--- src/rtl/bit_serial_subtractor_if.sv ---
// Valid/ready operand and result channel for the bit-serial subtractor.
// The master supplies operands and accepts results; the slave is the subtractor.
interface bit_serial_subtractor_if #(
  parameter int unsigned WIDTH = 4
) ();

  logic             start;
  logic             ready;
  logic [WIDTH-1:0] a;
  logic [WIDTH-1:0] b;
  logic             b_in;
  logic             done;
  logic             res_ready;
  logic [WIDTH-1:0] diff;
  logic             b_out;
  logic             overflow;

  modport master (
    output start,
    output a,
    output b,
    output b_in,
    output res_ready,
    input  ready,
    input  done,
    input  diff,
    input  b_out,
    input  overflow
  );

  modport slave (
    input  start,
    input  a,
    input  b,
    input  b_in,
    input  res_ready,
    output ready,
    output done,
    output diff,
    output b_out,
    output overflow
  );

endinterface

--- src/rtl/bit_serial_subtractor.sv ---
// Serial a - b - b_in, one bit per clock LSB first, through one full-subtractor cell.
// Operands and results move over valid/ready handshakes; all outputs are registered.
module bit_serial_subtractor #(
  parameter int unsigned WIDTH = 4
) (
  input  logic                    clk,
  input  logic                    rst_n,
  bit_serial_subtractor_if.slave  bus
);

  localparam int unsigned CntW = $clog2(WIDTH);
  localparam logic [CntW-1:0] LastCnt = CntW'(WIDTH - 1);

  typedef enum logic [1:0] {
    StIdle,
    StRun,
    StDone
  } state_e;

  state_e           state_q, state_d;
  logic [WIDTH-1:0] a_sh_q, a_sh_d;
  logic [WIDTH-1:0] b_sh_q, b_sh_d;
  logic [WIDTH-1:0] res_q, res_d;
  logic [CntW-1:0]  cnt_q, cnt_d;
  logic             br_q, br_d;
  logic             a_sign_q, a_sign_d;
  logic             b_sign_q, b_sign_d;
  logic [WIDTH-1:0] diff_q, diff_d;
  logic             b_out_q, b_out_d;
  logic             ovf_q, ovf_d;
  logic             done_q, done_d;
  logic             ready_q, ready_d;
  logic             bit_d;

  always_comb begin
    state_d  = state_q;
    a_sh_d   = a_sh_q;
    b_sh_d   = b_sh_q;
    res_d    = res_q;
    cnt_d    = cnt_q;
    br_d     = br_q;
    a_sign_d = a_sign_q;
    b_sign_d = b_sign_q;
    diff_d   = diff_q;
    b_out_d  = b_out_q;
    ovf_d    = ovf_q;
    done_d   = done_q;
    bit_d    = 1'b0;

    case (state_q)
      StIdle: begin
        done_d = 1'b0;
        if (bus.start) begin
          a_sh_d   = bus.a;
          b_sh_d   = bus.b;
          br_d     = bus.b_in;
          a_sign_d = bus.a[WIDTH-1];
          b_sign_d = bus.b[WIDTH-1];
          cnt_d    = '0;
          state_d  = StRun;
        end
      end
      StRun: begin
        bit_d  = a_sh_q[0] ^ b_sh_q[0] ^ br_q;
        br_d   = (~a_sh_q[0] & b_sh_q[0]) | (~(a_sh_q[0] ^ b_sh_q[0]) & br_q);
        res_d  = {bit_d, res_q[WIDTH-1:1]};
        a_sh_d = {1'b0, a_sh_q[WIDTH-1:1]};
        b_sh_d = {1'b0, b_sh_q[WIDTH-1:1]};
        cnt_d  = cnt_q + 1'b1;
        if (cnt_q == LastCnt) begin
          // bit_d is the result MSB produced on this final edge.
          diff_d  = res_d;
          b_out_d = br_d;
          ovf_d   = (a_sign_q != b_sign_q) && (bit_d != a_sign_q);
          done_d  = 1'b1;
          cnt_d   = '0;
          state_d = StDone;
        end
      end
      StDone: begin
        if (bus.res_ready) begin
          done_d  = 1'b0;
          state_d = StIdle;
        end
      end
      default: begin
        done_d  = 1'b0;
        state_d = StIdle;
      end
    endcase

    ready_d = (state_d == StIdle);
  end

  always_ff @(posedge clk or negedge rst_n) begin
    if (!rst_n) begin
      state_q  <= StIdle;
      a_sh_q   <= '0;
      b_sh_q   <= '0;
      res_q    <= '0;
      cnt_q    <= '0;
      br_q     <= 1'b0;
      a_sign_q <= 1'b0;
      b_sign_q <= 1'b0;
      diff_q   <= '0;
      b_out_q  <= 1'b0;
      ovf_q    <= 1'b0;
      done_q   <= 1'b0;
      ready_q  <= 1'b1;
    end else begin
      state_q  <= state_d;
      a_sh_q   <= a_sh_d;
      b_sh_q   <= b_sh_d;
      res_q    <= res_d;
      cnt_q    <= cnt_d;
      br_q     <= br_d;
      a_sign_q <= a_sign_d;
      b_sign_q <= b_sign_d;
      diff_q   <= diff_d;
      b_out_q  <= b_out_d;
      ovf_q    <= ovf_d;
      done_q   <= done_d;
      ready_q  <= ready_d;
    end
  end

  assign bus.ready    = ready_q;
  assign bus.done     = done_q;
  assign bus.diff     = diff_q;
  assign bus.b_out    = b_out_q;
  assign bus.overflow = ovf_q;

endmodule

--- src/flat_wrapper.sv ---
// flat-port wrapper written by rule: the top's interface ports become plain ports
module bit_serial_subtractor_flat 
#(
  parameter int unsigned WIDTH = 4
)
  (clk, rst_n, bus_start, bus_a, bus_b, bus_b_in, bus_res_ready, bus_ready, bus_done, bus_diff, bus_b_out, bus_overflow);
  bit_serial_subtractor_if #(.WIDTH(WIDTH)) bus_i ();
  input  logic clk;
  input  logic rst_n;
  input wire logic [$bits(bus_i.start)-1:0] bus_start;
  input wire logic [$bits(bus_i.a)-1:0] bus_a;
  input wire logic [$bits(bus_i.b)-1:0] bus_b;
  input wire logic [$bits(bus_i.b_in)-1:0] bus_b_in;
  input wire logic [$bits(bus_i.res_ready)-1:0] bus_res_ready;
  output wire logic [$bits(bus_i.ready)-1:0] bus_ready;
  output wire logic [$bits(bus_i.done)-1:0] bus_done;
  output wire logic [$bits(bus_i.diff)-1:0] bus_diff;
  output wire logic [$bits(bus_i.b_out)-1:0] bus_b_out;
  output wire logic [$bits(bus_i.overflow)-1:0] bus_overflow;
  assign bus_i.start = bus_start;
  assign bus_i.a = bus_a;
  assign bus_i.b = bus_b;
  assign bus_i.b_in = bus_b_in;
  assign bus_i.res_ready = bus_res_ready;
  assign bus_ready = bus_i.ready;
  assign bus_done = bus_i.done;
  assign bus_diff = bus_i.diff;
  assign bus_b_out = bus_i.b_out;
  assign bus_overflow = bus_i.overflow;
  bit_serial_subtractor #(.WIDTH(WIDTH)) u_core (.clk(clk), .rst_n(rst_n), .bus(bus_i));
endmodule
--- config.mk ---
export PLATFORM = sky130hd
export DESIGN_NAME = bit_serial_subtractor_flat
export DESIGN_NICKNAME = d
export VERILOG_FILES = /design/src/rtl/bit_serial_subtractor_if.sv /design/src/rtl/bit_serial_subtractor.sv /design/src/flat_wrapper.sv
export SDC_FILE = /design/constraint.sdc
export NUM_CORES = 1
export LEC_CHECK = 0
export ABC_AREA = 0
export CAP_MARGIN = 20
export CORE_MARGIN = 4
export CORE_UTILIZATION = 55
export DETAILED_ROUTE_END_ITERATION = 16
export PLACE_DENSITY = 0.83
export SLEW_MARGIN = 40
export SYNTH_ARGS = -nofsm -noshare
export SYNTH_HDL_FRONTEND = slang
export SYNTH_SLANG_ARGS = --single-unit
--- constraint.sdc ---
create_clock -name clk -period 4.01 [get_ports clk]
set_input_delay 0.802 -clock clk [delete_from_list [all_inputs] [get_ports clk]]
set_output_delay 0.802 -clock clk [all_outputs]
set_load 0.03 [all_outputs]
Word level (Yosys, flattened, before mapping)
Index checks and enable logic that the tools add are counted.

$add $sub $neg: 1. Equal/unequal tests: 8. Mux-type cells: 16. Bitwise gates (word level): 7. Reduce and logical (&&, ||, !) cells: 8.

Operators by type and width (number): 4-bit one-hot mux with 2 select lines (2); 2-bit two-way mux (5); 4-bit two-way mux (2); 2-bit AND reduction (4); 2-bit one-hot mux with 3 select lines (1); 2-bit equality test, second input constant (2); 2-bit zero test (2); 2-bit != test, second input constant (2); 1-bit one-hot mux with 2 select lines (2); 2-bit one-hot mux with 2 select lines (1); 1-bit two-way mux (3); 2-bit by 1-bit adder with 2-bit output, second input constant (1); 1-bit bitwise AND (2); 2-bit by 1-bit equality test with 1-bit output, second input constant (1); 1-bit != test (2); 2-bit by 1-bit != test with 1-bit output, second input constant (1); 1-bit inverter (2); 2-bit nonzero test (1); 1-bit bitwise XOR (2); 1-bit logical AND (1); 1-bit OR (1).

Register bits after elaboration: 27. Input port bits: 13. Output and inout port bits: 8. Word-level logic and storage cells: 53.

Depth between registers and ports, before layout
Word-level depth: 5. Gate-level depth with buffers: 5. Mapped depth without buffers: 5.

Least setup slack after synthesis
Ideal clock, no wire load.

Kind: input to register. Start: input bus_start. End: register u_core.a_sign_q. Setup time: 0.125 ns. Arrival: 1.516 ns. Required time: 3.885 ns. Path slack: 2.369 ns. Stages on the path: 4. Buffers on the path: 1. Cell sequence: nor2b_1 > buf_6 > and2b_4 > mux2_4.

Cells in the longest elaborated chain, start to end: 1.

RTL lines: start, declared (line flat_wrapper.sv:10) `input wire logic [$bits(bus_i.start)-1:0] bus_start;`; 2-bit AND reduction (no line); end signal, assigned (line bit_serial_subtractor.sv:117) `a_sign_q <= a_sign_d;`; end, declared (line bit_serial_subtractor.sv:26) `logic a_sign_q, a_sign_d;`.

Every way passes these cells. A chain may end at the register's enable or synchronous reset.

Worst setup path in the final report
Start: input bus_start. End: register u_core.b_sign_q.

Cells in the longest elaborated chain, start to end: 1.

RTL lines: 2-bit AND reduction (no line); end signal, assigned (line bit_serial_subtractor.sv:118) `b_sign_q <= b_sign_d;`; end, declared (line bit_serial_subtractor.sv:27) `logic b_sign_q, b_sign_d;`.

Every way passes these cells.

==> impl_metrics.yaml <==
critical_path:
  cp.depth: 4
  path_cells: "clkdlybuf4s50_1 > nor2b_1 > and2b_4 > mux2_4"
  cp_data_arrival_time_ns: 2.68
  startpoint_type: "input port"
  endpoint_kind: "flop"
  worst-setup-path-type: "input port to flop"
  worstRegToRegCells: 3
  cpLargestDelayFamily: "simple AND/OR/NAND/NOR gates"
  cp_data_required_time_ns: 4.22
  slowest_stage: "clkdlybuf4s50_1"
  slowest_delay_ns: 0.71
  cp_max_fo: 12
  path_buf_inv: 1
pwr:
  combPwrFrac: 0.428
  pwr-share-clk: 0.154
  p_switching_mw: 0.419
  ir_drop_mv: 0.439
  p_sw_frac: 0.367
  leakage_nw: 0.628
  intPower_mw: 0.723
  pwr_density_cell_mw_per_mm2: 795
  p_seq_frac: 0.418
clock_tree:
  post_cts_resized: 0
  cts_hold_buf: 0
  insertion_delay_ns: 0.31
  root_buffer: "clkbuf_4"
  cts.sinks: 26
  cts_tree: "built"
  cts.htree.levels: 1
  cts_inserted_buffers: 3
  path_clk_slew_ns: 0.14
  cts.path.max_buffers: 2
  post_cts_buffers: 0
hold_path:
  hold_class: "input port to asynchronous set/reset pin"
run:
  drv_cap: 0
sta:
  slew_viol_final: 0
  skew_ns: 0.00764
  whs_ns: 0.449
  layout_min_cycle_time_ns: 2.47
  setup_viol: 0
  timing.fmax_mhz: 405
  worst_pin_slew_ns: 0.652
  layout_setup_ws_ns: 1.54
  slew_headroom: 0.564
  finalCritPeriodShare: 0.616
  setup-tns-final_ns: 0
  grt_setup_unrepaired: "false"
  hold_viol: 0
synth:
  ys_async_sr_fraction: 1.00
  synth.net_count: 119
  yosysWarnings: 0
  synth-seq-area-share: 0.548
  synth_seq_cells: 26
  synth_area_per_cell_um2: 11.4
  netlist_area_mm2: 0.00119
  netlist_instances: 104
  synth_edf_count: 0
  ys.flop_type: "dfrtp_1"
  ys_types: 26
route:
  drc_errors: 0
  antenna_left: 0
  wl_per_cell_um: 13.8
  viasPerCell: 5.35
  route.vias.total: 802
  drtPass1Iterations: 4
  wl_mm: 2.07
  drtIter0Drc: 10
grt:
  grt_pass1_wl_mm: 3.61
  grt_max_degree: 27
  antenna_found_initial: 0
  first_global_vias: 790
  track_usage: 0.174
  gr-total-overflow: 0
status:
  status: "finished clean"
floorplanning:
  io_pins: 21
  initial_core_util: 0.594
  fp-row-count: 16
  die_h_um: 54.5
  core_area_mm2: 0.00200
  die_w_um: 54.5
  die_area_mm2: 0.00297
placed_design:
  hpwl_mm: 1.46
  pre_cts_ws_ns: 1.23
  portBuffers: 20
  gp_congestion: 0.782
finish:
  drive_gt1_frac: 0.0813
  ff_latch_area_um2: 652
  final_common_cell: "dfrtp_1"
  mostFrequentLayoutCells: "dfrtp_1 (25), clkdlybuf4s50_1 (19), o21ai_1 (13)"
  fillCellCount: 143
  nNetsFinal: 139
  syn2layout_area_growth_pct: 20.7
  antenna_cells: 0
  multi_input_area_um2: 488
[sequential cells by signal (all words and copies together) (netlist names)]
register	count
u_core.bus.diff	4
u_core.b_sign_q	1
u_core.b_sh_q	4
u_core.cnt_q	2
u_core.bus.overflow	1
u_core.bus.b_out	1
u_core.bus.ready	1
u_core.a_sh_q	4
u_core.br_q	1
u_core.state_q	2
u_core.bus.done	1
u_core.a_sign_q	1
u_core.res_q	3
[layer usage]
layer  part of all wire  global-route usage  routed length, µm  vias up
met5                  0                   0                  0        -
met4             0.0063              0.0622                 13        0
met3              0.044              0.0327                 91        2
met2               0.50               0.275               1030       15
met1               0.45               0.240                936      379
li1                   -                   -                  -      406
[path summary, 6_finish.rpt]
check	start	end	slack (ns)
worst max-delay path	bus_start	u_core.b_sign_q	1.54
worst min-delay path	rst_n	u_core.bus.diff[1]	0.45
worst max register to register	u_core.state_q[1]	u_core.b_sign_q	2.18
worst min register to register	u_core.bus.overflow	u_core.bus.overflow	0.50
max in group asynchronous	rst_n	u_core.b_sh_q[1]	3.19
min in group clk	u_core.bus.overflow	u_core.bus.overflow	0.50
[cell usage after synthesis (all sizes together) (2+ instances only)]
cell type / n / area share
inv: 4 / 0.013
o21ai: 13 / 0.055
nor2b: 9 / 0.047
mux2: 9 / 0.091
nand2: 8 / 0.025
nor2: 2 / 0.0063
a2bb2oi: 2 / 0.015
clkbuf: 2 / 0.0063
a22oi: 7 / 0.044
buf: 3 / 0.023
dfrtp: 25 / 0.53
and2b: 2 / 0.015
a21oi: 8 / 0.034
[power groups by stage]
stage	logic, mW	registers [mW]	clock network (mW)
2_1_floorplan	0.317	0.519	0
3_3_place_gp	0.474	0.479	0
3_5_place_dp	0.492	0.485	0
4_1_cts	0.495	0.478	0.180
5_1_grt	0.547	0.498	0.192
6_report	0.489	0.477	0.175
[metrics by stage]
step | cells | utilization | power, mW | area, µm²
after floorplan | 104 | - | 0.836 | 1190
after global placement | 146 | 0.694 | 0.954 | 1390
after detailed placement | 146 | 0.691 | 0.977 | 1380
after CTS | 150 | 0.718 | 1.15 | 1440
after global routing | 150 | 0.718 | 1.24 | 1440
final | 150 | 0.718 | 1.14 | 1440
[logic make-up (layout without fill, tap and decap cells)]
logic type,after synthesis,in the layout,synth area share
simple gates,25,25,0.122
compound gates,32,32,0.161
fa+ha+maj,2,2,0.0273
flops,26,26,0.548
mux,10,10,0.0999
buf+inv,9,28,0.0421
[cell type report]
cell class | instances | area share
clock buffer | 3 | 0.0157
clock inverter | 1 | 0.0209
inverter | 4 | 0.0105
multi-input combinational | 69 | 0.340
sequential | 26 | 0.454
tap | 27 | 0.0235
timing repair buffer | 20 | 0.136
No activity file was read; power rests on OpenSTA's default activity.
